$ cat src/rtl/rf_regfile_mp_pkg.sv
// Shared defaults and types for the multi-port register file.
// The top module's WD/NREG/NRD parameters default to the values here.
package RF_my_pkg;

  localparam int WD       = 32;
  localparam int NREG_DEF = 32;
  localparam int NRD_DEF  = 2;

  typedef logic [WD-1:0] word_t;

endpackage : RF_my_pkg

$ cat src/rtl/rf_regfile_mp_scoreboard.sv
// Per-register busy scoreboard: issue sets, write-back clears, set wins a tie.
// Register 0 is held non-busy when it is the hardwired-zero register.
module rf_scoreboard #(
  parameter int NREG     = RF_my_pkg::NREG_DEF,
  parameter int AW       = $clog2(NREG),
  parameter int ZERO_REG = 1
) (
  input  logic            clk,
  input  logic            reset,
  input  logic            issue_en,
  input  logic [AW-1:0]   issue_addr,
  input  logic            we,
  input  logic [AW-1:0]   waddr,
  output logic [NREG-1:0] busy
);

  logic [NREG-1:0] busy_next;

  // NOTE: every signal written in always_comb is given a default first, so no path leaves it unassigned and no latch is inferred.
  always_comb begin
    busy_next = busy;
    if (we)       busy_next[waddr]      = 1'b0;
    // Applied after the clear so a same-cycle issue keeps the newer producer pending.
    if (issue_en) busy_next[issue_addr] = 1'b1;
    if (ZERO_REG != 0) busy_next[0] = 1'b0;
  end

  // NOTE: state in always_ff uses non-blocking (<=) so all registers update together at the edge, independent of statement order.
  always_ff @(posedge clk or negedge reset) begin
    if (!reset) busy <= '0;
    else        busy <= busy_next;
  end

endmodule : rf_scoreboard

$ cat src/rtl/rf_regfile_mp.sv
// Multi-port register file with asynchronous reads, one synchronous write port,
// optional write-first forwarding, optional hardwired-zero register 0, and a busy scoreboard.
module rf_regfile_mp #(
  parameter  int WD       = RF_my_pkg::WD,
  parameter  int NREG     = RF_my_pkg::NREG_DEF,
  parameter  int NRD      = RF_my_pkg::NRD_DEF,
  parameter  int BYPASS   = 1,
  parameter  int ZERO_REG = 1,
  localparam int AW       = $clog2(NREG)
) (
  input  logic              clk,
  input  logic              reset,
  input  logic              we,
  input  logic [AW-1:0]     waddr,
  input  logic [WD-1:0]     wdata,
  input  logic [NRD*AW-1:0] raddr,
  output logic [NRD*WD-1:0] rdata,
  input  logic              issue_en,
  input  logic [AW-1:0]     issue_addr,
  output logic [NREG-1:0]   busy,
  output logic [NRD-1:0]    rd_busy,
  output logic              any_busy
);

  import RF_my_pkg::*;

  // Local word type follows the WD parameter, which may differ from the package default.
  typedef logic [WD-1:0] word_t;

  word_t mem [NREG];
  logic  wr_zero;

  assign wr_zero = (ZERO_REG != 0) && (waddr == '0);

  // NOTE: the storage array sits on the asynchronous reset because every word must read 0 straight after reset; without that requirement it would be left unreset.
  always_ff @(posedge clk or negedge reset) begin
    if (!reset) begin
      for (int r = 0; r < NREG; r++) mem[r] <= '0;
    end else if (we && !wr_zero) begin
      mem[waddr] <= wdata;
    end
  end

  rf_scoreboard #(
    .NREG     (NREG),
    .AW       (AW),
    .ZERO_REG (ZERO_REG)
  ) u_scoreboard (
    .clk        (clk),
    .reset      (reset),
    .issue_en   (issue_en),
    .issue_addr (issue_addr),
    .we         (we),
    .waddr      (waddr),
    .busy       (busy)
  );

  assign any_busy = |busy;

  for (genvar i = 0; i < NRD; i++) begin : g_rd
    logic [AW-1:0] ra;
    logic          wr_hit;
    logic          iss_hit;
    word_t         rd;

    assign ra      = raddr[i*AW +: AW];
    assign wr_hit  = we && (waddr == ra);
    assign iss_hit = issue_en && (issue_addr == ra);

    always_comb begin
      rd = mem[ra];
      if ((BYPASS != 0) && wr_hit && !wr_zero) rd = wdata;
      if ((ZERO_REG != 0) && (ra == '0))        rd = '0;
      if (!reset)                               rd = '0;
    end

    assign rdata[i*WD +: WD] = rd;

    // A same-cycle write-back satisfies the operand unless the register is re-issued in that cycle.
    assign rd_busy[i] = reset && busy[ra] &&
                        !((BYPASS != 0) && wr_hit && !iss_hit);
  end

endmodule : rf_regfile_mp

$ cat config.mk
export PLATFORM = sky130hd
export DESIGN_NAME = rf_regfile_mp
export DESIGN_NICKNAME = d
export VERILOG_FILES = /design/src/rtl/rf_regfile_mp_pkg.sv /design/src/rtl/rf_regfile_mp_scoreboard.sv /design/src/rtl/rf_regfile_mp.sv
export SDC_FILE = /design/constraint.sdc
export NUM_CORES = 2
export LEC_CHECK = 0
export BUFFER_PORTS_ARGS = -buffer_cell sky130_fd_sc_hd__buf_2
export CAP_MARGIN = 25
export CORE_MARGIN = 3
export CORE_UTILIZATION = 49
export CTS_BUF_LIST = sky130_fd_sc_hd__clkbuf_4 sky130_fd_sc_hd__clkbuf_8 sky130_fd_sc_hd__clkbuf_16
export DETAILED_ROUTE_END_ITERATION = 10
export PLACE_DENSITY = 0.61
export SLEW_MARGIN = 20
export SYNTH_ARGS = -nofsm -noshare
export SYNTH_HDL_FRONTEND = slang
export SYNTH_HIERARCHICAL = 1
export SYNTH_SLANG_ARGS = --single-unit
$ cat constraint.sdc
create_clock -name clk -period 2.3 [get_ports clk]
set_input_delay 0.115 -clock clk [delete_from_list [all_inputs] [get_ports clk]]
set_output_delay 0.115 -clock clk [all_outputs]
set_load 0.005 [all_outputs]
==> flow_summary.json <==
{
  "status": "complete, but fails checks",
  "violations": "negative setup slack",
  "fmax_mhz": 375,
  "path_max_fanout": 3,
  "drt.antenna.violating_nets": 0,
  "synth_top_family_by_area": "multiplexers",
  "grt_max_degree": 154,
  "drive_above_1_share_pct": 52.9,
  "cp.required_ns": 2.18,
  "synthArstFlopShare_pct": 100,
  "ys_seq_area_share_pct": 46.4,
  "mostFrequentLayoutCell": "dfrtp_1",
  "fin_crit_ns": 2.67,
  "max-vdd-ir-drop_v": 0.000749,
  "tightest_slew_ns": 0.949,
  "htreeDepth": 3,
  "place_congestion": 0.870,
  "start_util_pct": 49.5,
  "p_leak_nw": 30.1,
  "via_per_inst": 6.71,
  "first_pass_iters": 5,
  "synth_fa_ha_area_share_pct": 0,
  "worstSkewPairLatency_ns": 0.71,
  "area_growth_pct": 19.4,
  "slew_headroom_pct": 36.6,
  "fill_cells": 9068,
  "routedWlPerCell_um": 32.3,
  "clock-sinks": 1055,
  "setup_viol_count_final": 66,
  "yosys.cell_types.count": 58,
  "syn_inst": 3972,
  "grt_pass1_wl_um": 282000,
  "power_mw": 56.9,
  "drtIter0Drc": 3664,
  "dpl-instance-area_um2": 61600,
  "dp.cells": 5532,
  "wl_met2_um": 85000,
  "clockBufferDepth": 3,
  "yosys_warnings": 6,
  "highest_layer": "met5",
  "vias": 39500,
  "cp.arrival_ns": 2.55,
  "rsz0062_at_grt": "yes",
  "yosys_most_used_dff": "dfrtp_1",
  "final_area_um2": 67900,
  "design.core.area_um2": 115000,
  "synth_edf_count": 0,
  "timing.setup.tns_ns": -14.04,
  "synth.net_count": 4028,
  "synth-xor-area-share_pct": 0.321,
  "yosys_register_bits": 1055,
  "rows": 124,
  "mostFrequentLayoutCells": "dfrtp_1 (1045), mux2_2 (773), mux4_2 (431), buf_4 (339), mux2i_1 (226)",
  "nNetsFinal": 4324,
  "rrSetupSlack_ns": 0.89,
  "dp_slack_ns": -0.193,
  "cp-start-kind": "flip-flop",
  "p_per_area_nw_per_um2": 838,
  "cts_inserted_buffers": 115,
  "met3_length_um": 16500,
  "worstSetupEndpointType": "primary output",
  "setup_slack_ns": -0.369,
  "die_x_um": 347,
  "synth-compound-area-share_pct": 6.13,
  "cts_tree": "yes",
  "clkTransAtPathRegs_ns": 0.06,
  "wirelength_um": 190000,
  "synthMuxAreaShare_pct": 40.6,
  "hp-class": "in -> reg",
  "die_y_um": 347,
  "grt-ovfl-total": 0,
  "wl_met1_um": 81700,
  "hold_ws_ns": 0.0570,
  "path_class": "reg -> out",
  "grt_pass1_vias": 40600,
  "synth-simple-area-share_pct": 2.61,
  "drc": 0,
  "die_area_um2": 120000,
  "syn-mean-instance-area_um2": 14.3,
  "cts_root_buffer": "clkbuf_16",
  "port_buffers": 153,
  "cap_violations": 0,
  "finalCritPeriodShare_pct": 116,
  "final_max_slew_viol_count": 0,
  "io_pins": 155,
  "fin_util_pct": 59.1,
  "dp_hpwl_um": 121000,
  "grt_usage_pct": 31.7,
  "finClkSkew_ns": 0,
  "layout.cells.non_filler": 5884,
  "grt_antenna_before_repair": 8,
  "hold_viol": 0,
  "syn_area_um2": 56900
}
-- routing by layer --
layer,vias to the layer above,global-route usage [%]
met5,-,1.18
met4,4,10.8
met3,425,6.60
met2,1846,47.5
met1,21200,46.2
li1,16000,-
-- area by class of cell --
class / instances / area, um^2 / share of cell area (%)
clock inverter: 51 / 581 / 0.855
timing repair buffer: 628 / 6090 / 8.97
clock buffer: 163 / 3410 / 5.02
antenna: 7 / 17.5 / 0.0258
inverter: 3 / 11.3 / 0.0166
sequential: 1055 / 26400 / 38.9
tap: 1512 / 1890 / 2.79
multi-input combinational: 2465 / 29500 / 43.4
-- repair_timing --
action | 4_1_cts | 5_1_grt
setup endpoints to repair | 66 | 67
pin swaps | 185 | 56
cloned | 0 | 0
setup buffers | 110 | 21
resized for setup | 245 | 59
hold endpoints to repair | 616 | 0
hold buffers | 20 | 0
-- state kept, by name, summed over array words and instances, names as in the netlist --
| register | flops |
|---|---|
| mem | 1024 |
| u_scoreboard/busy | 31 |
-- kinds of logic (layout without fill, tap and decap cells) --
kind of cell / count (synthesis) / in the layout
mux: 1639 / 1639
buf+inv: 452 / 845
flops: 1055 / 1055
xor+xnor: 20 / 20
other cells: 1 / 8
simple gates: 306 / 306
compound gates: 499 / 499
-- where the power goes --
group          internal (mW)  switching [mW]  leakage, nW
sequential              22.1            2.51         13.5
combinational           7.39            5.40         14.5
clock                   11.5            7.94         2.02
total                   41.0            15.8         30.1
-- cell usage after synthesis, types with 3 or more instances --
library cell,number,area share [%]
nor2_1,53,0.35
o21ai_1,71,0.63
a21oi_1,33,0.29
buf_4,20,0.26
buf_6,28,0.55
or3b_1,4,0.062
and3_1,3,0.033
xnor2_1,11,0.17
mux2_1,206,4.1
buf_12,5,0.18
nor4_1,13,0.14
o21ai_0,71,0.63
or3_1,3,0.033
mux4_1,3,0.14
a32o_1,63,1.1
nor3_1,32,0.28
a31oi_1,32,0.35
clkbuf_1,220,1.5
and2_1,4,0.044
nand4_1,3,0.033
a22oi_1,62,0.82
o22ai_1,63,0.69
mux4_2,431,17
mux2i_1,226,4.0
nor3b_1,7,0.092
mux2_2,773,15
xor2_1,8,0.12
dfrtp_1,1055,46
buf_2,132,1.2
buf_1,44,0.29
nand3_1,7,0.062
nor2b_1,8,0.088
or3b_4,4,0.079
a2bb2oi_1,32,0.49
nand2_1,137,0.90
inv_1,3,0.020
nand3b_1,16,0.21
a221oi_1,62,0.96
-- worst paths after layout --
path                                        from                    end  cells after the start
setup / recovery                        mem[493]              rdata[45]                      6
max in group asynchronous                  reset               mem[839]                      4
setup reg to reg           u_scoreboard/busy[28]  u_scoreboard/busy[28]                      4
min in group asynchronous                  reset               mem[495]                      3
hold reg to reg                        mem[1009]              mem[1009]                      0
hold / removal                         wdata[15]               mem[847]                      2
-- worst max-delay path, stage by stage (launching register included) --
cell and delay [ns]:
dfrtp_1 0.39, mux4_2 0.48, a2bb2oi_2 0.14, a31oi_1 0.20, o21ai_2 0.14, a32o_2 0.33
buf_2 0.14
No activity file was read; power rests on OpenSTA's default activity.
